### src/rtl/io_input_conditioner.sv
// rtl/io_input_conditioner.sv - synchronise/debounce switch banks and step key, generate step pulses
// Two switch banks and one active-low key feed the pipelined computer's io inputs and single-step control.

module io_input_debounce #(
  parameter int                WIDTH     = 6,
  parameter int                DB_CYCLES = 4,
  parameter logic [WIDTH-1:0]  RST_VAL   = '0
) (
  input  logic             clock,
  input  logic             resetn,
  input  logic [WIDTH-1:0] raw,
  output logic [WIDTH-1:0] stable,
  output logic             update
);

  localparam int            CW       = $clog2(DB_CYCLES);
  localparam logic [CW-1:0] CNT_LAST = CW'(DB_CYCLES - 1);

  logic [WIDTH-1:0] sync1;
  logic [WIDTH-1:0] sync2;
  logic [CW-1:0]    cnt;

  // The counter counts any run of samples that differ from the stable value, so the bank moves atomically.
  assign update = (sync2 != stable) && (cnt == CNT_LAST);

  always_ff @(posedge clock or negedge resetn) begin
    if (!resetn) begin
      sync1  <= RST_VAL;
      sync2  <= RST_VAL;
      stable <= RST_VAL;
      cnt    <= '0;
    end else begin
      sync1 <= raw;
      sync2 <= sync1;
      if (update) begin
        stable <= sync2;
        cnt    <= '0;
      end else if (sync2 == stable) begin
        cnt <= '0;
      end else begin
        cnt <= cnt + CW'(1);
      end
    end
  end

endmodule

module io_input_conditioner #(
  parameter int W            = 6,
  parameter int DB_CYCLES    = 500000,
  parameter int REPEAT_DELAY = 25000000,
  parameter int REPEAT_RATE  = 5000000
) (
  input  logic         clock,
  input  logic         resetn,
  input  logic [W-1:0] sw0_raw,
  input  logic [W-1:0] sw1_raw,
  input  logic         key_raw,
  output logic [W-1:0] io_input_0,
  output logic [W-1:0] io_input_1,
  output logic         in_changed,
  output logic         step_pulse
);

  localparam int TMAX = (REPEAT_DELAY > REPEAT_RATE) ? REPEAT_DELAY : REPEAT_RATE;
  localparam int TW   = (TMAX > 1) ? $clog2(TMAX) : 1;
  localparam logic [TW-1:0] DELAY_LAST = TW'((REPEAT_DELAY > 0) ? REPEAT_DELAY - 1 : 0);
  localparam logic [TW-1:0] RATE_LAST  = TW'(REPEAT_RATE - 1);

  localparam logic [1:0] ST_IDLE   = 2'd0;
  localparam logic [1:0] ST_HOLD   = 2'd1;
  localparam logic [1:0] ST_REPEAT = 2'd2;

  logic          sw0_update;
  logic          sw1_update;
  logic          key_stable;
  logic          key_update;
  logic          pressed_nxt;
  logic [1:0]    state;
  logic [TW-1:0] timer;

  io_input_debounce #(.WIDTH(W), .DB_CYCLES(DB_CYCLES), .RST_VAL('0)) u_db_sw0 (
    .clock  (clock),
    .resetn (resetn),
    .raw    (sw0_raw),
    .stable (io_input_0),
    .update (sw0_update)
  );

  io_input_debounce #(.WIDTH(W), .DB_CYCLES(DB_CYCLES), .RST_VAL('0)) u_db_sw1 (
    .clock  (clock),
    .resetn (resetn),
    .raw    (sw1_raw),
    .stable (io_input_1),
    .update (sw1_update)
  );

  io_input_debounce #(.WIDTH(1), .DB_CYCLES(DB_CYCLES), .RST_VAL(1'b1)) u_db_key (
    .clock  (clock),
    .resetn (resetn),
    .raw    (key_raw),
    .stable (key_stable),
    .update (key_update)
  );

  // A 1-bit update always flips the key; the FSM acts on the value being accepted this edge,
  // so the first pulse coincides with acceptance and release suppresses a pulse on its own edge.
  assign pressed_nxt = ~(key_stable ^ key_update);

  always_ff @(posedge clock or negedge resetn) begin
    if (!resetn) begin
      in_changed <= 1'b0;
    end else begin
      in_changed <= sw0_update | sw1_update;
    end
  end

  always_ff @(posedge clock or negedge resetn) begin
    if (!resetn) begin
      state      <= ST_IDLE;
      timer      <= '0;
      step_pulse <= 1'b0;
    end else begin
      step_pulse <= 1'b0;
      case (state)
        ST_IDLE: begin
          if (pressed_nxt) begin
            step_pulse <= 1'b1;
            timer      <= '0;
            state      <= ST_HOLD;
          end
        end
        ST_HOLD: begin
          if (!pressed_nxt) begin
            state <= ST_IDLE;
          end else if (REPEAT_DELAY != 0 && timer == DELAY_LAST) begin
            step_pulse <= 1'b1;
            timer      <= '0;
            state      <= ST_REPEAT;
          end else if (REPEAT_DELAY != 0) begin
            timer <= timer + TW'(1);
          end
        end
        ST_REPEAT: begin
          if (!pressed_nxt) begin
            state <= ST_IDLE;
          end else if (timer == RATE_LAST) begin
            step_pulse <= 1'b1;
            timer      <= '0;
          end else begin
            timer <= timer + TW'(1);
          end
        end
        default: begin
          state <= ST_IDLE;
          timer <= '0;
        end
      endcase
    end
  end

endmodule
### config.mk
export PLATFORM = sky130hd
export DESIGN_NAME = io_input_conditioner
export DESIGN_NICKNAME = d
export VERILOG_FILES = /design/src/rtl/io_input_conditioner.sv
export SDC_FILE = /design/constraint.sdc
export NUM_CORES = 1
export LEC_CHECK = 0
export ABC_AREA = 1
export BUFFER_PORTS_ARGS = -buffer_cell sky130_fd_sc_hd__buf_2
export CAP_MARGIN = 20
export CORE_UTILIZATION = 41
export CTS_CLUSTER_SIZE = 20
export DETAILED_ROUTE_END_ITERATION = 10
export HOLD_SLACK_MARGIN = 0.05
export PLACE_DENSITY = 0.61
export SLEW_MARGIN = 0
export SYNTH_ARGS = -nofsm -noshare
export SYNTH_HDL_FRONTEND = slang
export SYNTH_SLANG_ARGS = --single-unit
### constraint.sdc
create_clock -name clock -period 1.8 [get_ports clock]
set_input_delay 0.18 -clock clock [delete_from_list [all_inputs] [get_ports clock]]
set_output_delay 0.18 -clock clock [all_outputs]
set_load 0.05 [all_outputs]
==> impl_metrics.ini <==
[power_and_ir_drop]
peakVddDrop_mv = 0.676
power_uw = 7380
p_leak_uw = 0.00436
powerDensity_nw_per_um2 = 867

[timing]
finalHoldViolations = 0
rsz0062_at_grt = true
setup_tns_ps = 0
slew_headroom = 0.712
setup_viol = 0
tightest_slew_ps = 430
max_freq_mhz = 577
fin_crit_ps = 1730
drv_slew = 0
finalCritPeriodShare = 0.963
skew_ps = 7.97

[final_layout]
final_common_cell = nand2_1
nNetsFinal = 1023
areaGrowthSynthToFinish_pct = 26.4
final_cell_mix = 216 x nand2_1, 133 x nor2_1, 122 x dfrtp_1, 116 x inv_1, 71 x nand3_1
fillers = 1521
stdcell_area_sq_um = 8510
insertedDiodeCount = 0
drive_above_1_share = 0.180
instances_no_fill = 1229

[drt]
drtIter0Drc = 417
first_pass_iters = 5
wirelength_um = 16200
wl_per_cell_um = 13.1
drc = 0
vias = 5980
viasPerCell = 4.87
postRouteAntennaNets = 0

[floorplan]
num_rows = 46
io_pins = 29
core_sq_um = 15900
die_area_sq_um = 16900
fp.dieH_um = 130
initial_core_util = 0.423
die_w_um = 130

[logic_synthesis]
synth_area_per_cell_sq_um = 7.66
ys.warnings.count = 0
synth.distinct_cells = 34
syn-instance-count = 880
yosysTopAreaCell = dfrtp_1
synth.area.top_cells = dfrtp_1 45%, nand2_1 12%, nor2_1 7.7%, inv_1 6.5%, nand3_1 5.6%
seq_area_frac_synth = 0.465
synth.cell_area_sq_um = 6740
synth-seq-cells = 125
syn_nets = 903
synth.top_cell.area_share = 0.453

[clock_tree]
clock_sinks = 125
clkTransAtPathRegs_ps = 60
h-tree-depth = 4
cts_tree = done
cts-root-buf = clkbuf_16
cts_made_buffers = 17
cts_buffer_depth = 2
insertion_delay_ps = 420

[global_route]
grt_pass1_wl_um = 26600
grt_pass1_vias = 5584
grt_max_degree = 47
grt-ovfl-total = 0
grt_usage = 0.202
antenna_found_initial = 0

[setup_path]
worstPathMaxFanout = 3
critPathLaunchType = flip-flop
r2r_slack_ps = 70
path_class = flip-flop to flip-flop
crit_required_ps = 2150
cp.arrival_ps = 2080
end_kind = flip-flop

[run_status]
status = finished, final reports clean

[placement]
gp_congestion = 0.894
dp_cells = 1168
dp_hpwl_um = 11700
port_buffers = 28
placed_area_sq_um = 7550

[job]
cap_violations = 0

[hold_path]
worst_hold_path_type = primary input to asynchronous set/reset pin
==> path summary, 6_finish.rpt <==
| check | start | to | cells past startpoint |
|---|---|---|---|
| min in group clock | u_db_sw1.sync1[4] | u_db_sw1.sync2[4] | 0 |
| setup reg to reg | timer[0] | step_pulse | 11 |
| max in group asynchronous | resetn | u_db_key.stable | 3 |
| hold / removal | resetn | u_db_sw1.sync2[3] | 2 |
| hold reg to reg | u_db_sw1.sync1[4] | u_db_sw1.sync2[4] | 0 |
| setup / recovery | timer[0] | step_pulse | 11 |
==> critical path, stage by stage, from the launching register on <==
cell and delay [ps]:
dfrtp_1 360, ha_2 220, nand2_4 80, nor2_4 140, inv_2 60, nor2_4 110
nand3_2 110, buf_4 150, nor2_1 70, nor2_1 50, nor3_1 160, buf_4 160
==> timing repair <==
item / CTS / global route
hold buffers: 14 / 0
resized for setup: 0 / 26
buffers inserted: 0 / 14
endpoints found under the hold margin: 56 / 0
setup endpoints to repair: 0 / 58
==> per-stage QoR <==
| stage | hold slack [ps] | setup slack [ps] | util |
|---|---|---|---|
| finish | 259 | 66.5 | 0.534 |
| global route | 301 | -20.9 | 0.534 |
| CTS | 264 | 39.1 | 0.520 |
| detailed placement | 145 | 49.7 | 0.474 |
| global placement | 147 | 90.1 | 0.474 |
| floorplan | -116 | 80.9 | - |
==> power breakdown <==
group	internal (uW)	switching, uW	leakage, uW
sequential	3000	212	0.00164
combinational	287	369	0.00243
clock	2090	1420	0.000295
total	5380	2000	0.00436
==> routing by layer <==
metal,part of all wire,vias to the layer above,global-route usage
met3,0.039,17,0.0467
met1,0.48,2805,0.274
li1,-,3032,-
met2,0.47,126,0.321
met4,0.0098,0,0.0629
met5,0,-,0
==> logic make-up after synthesis <==
kind of cell | after synthesis | synth area share
compound gates | 35 | 0.0275
flops | 125 | 0.465
buf+inv | 131 | 0.0774
fa+ha+maj | 8 | 0.0149
xor+xnor | 47 | 0.0611
simple gates | 534 | 0.354
==> synthesized netlist by cell type (all sizes together) <==
cell type	count
nand2	225
nor2	147
dfrtp	122
inv	119
nand3	83
xor2	42
nand4	36
nor3	26
a21oi	18
o21ai	13
buf	11
ha	8
nor4	8
or2	5
xnor2	5
nand3b	4
dfstp	3
a211oi	1
a21o	1
clkbuf	1
o21bai	1
o31ai	1
==> layout make-up <==
cell class / instances / area (sq um) / share of cell area
clock inverter: 15 / 176 / 0.0207
multi-input combinational: 625 / 3190 / 0.375
sequential: 125 / 3130 / 0.368
inverter: 119 / 447 / 0.0525
timing repair buffer: 112 / 870 / 0.102
tap: 216 / 270 / 0.0317
clock buffer: 17 / 425 / 0.0500
==> sequential cells by signal, summed over array words and instances, names as in the netlist <==
| signal | flops |
|---|---|
| timer | 25 |
| u_db_key.cnt | 19 |
| u_db_sw0.cnt | 19 |
| u_db_sw1.cnt | 19 |
| u_db_sw0.stable | 6 |
| u_db_sw0.sync1 | 6 |
| u_db_sw0.sync2 | 6 |
| u_db_sw1.stable | 6 |
| u_db_sw1.sync1 | 6 |
| u_db_sw1.sync2 | 6 |
| state | 2 |
| in_changed | 1 |
| step_pulse | 1 |
| u_db_key.stable | 1 |
| u_db_key.sync1 | 1 |
| u_db_key.sync2 | 1 |
Note: power is estimated with default switching activity, not from simulation.
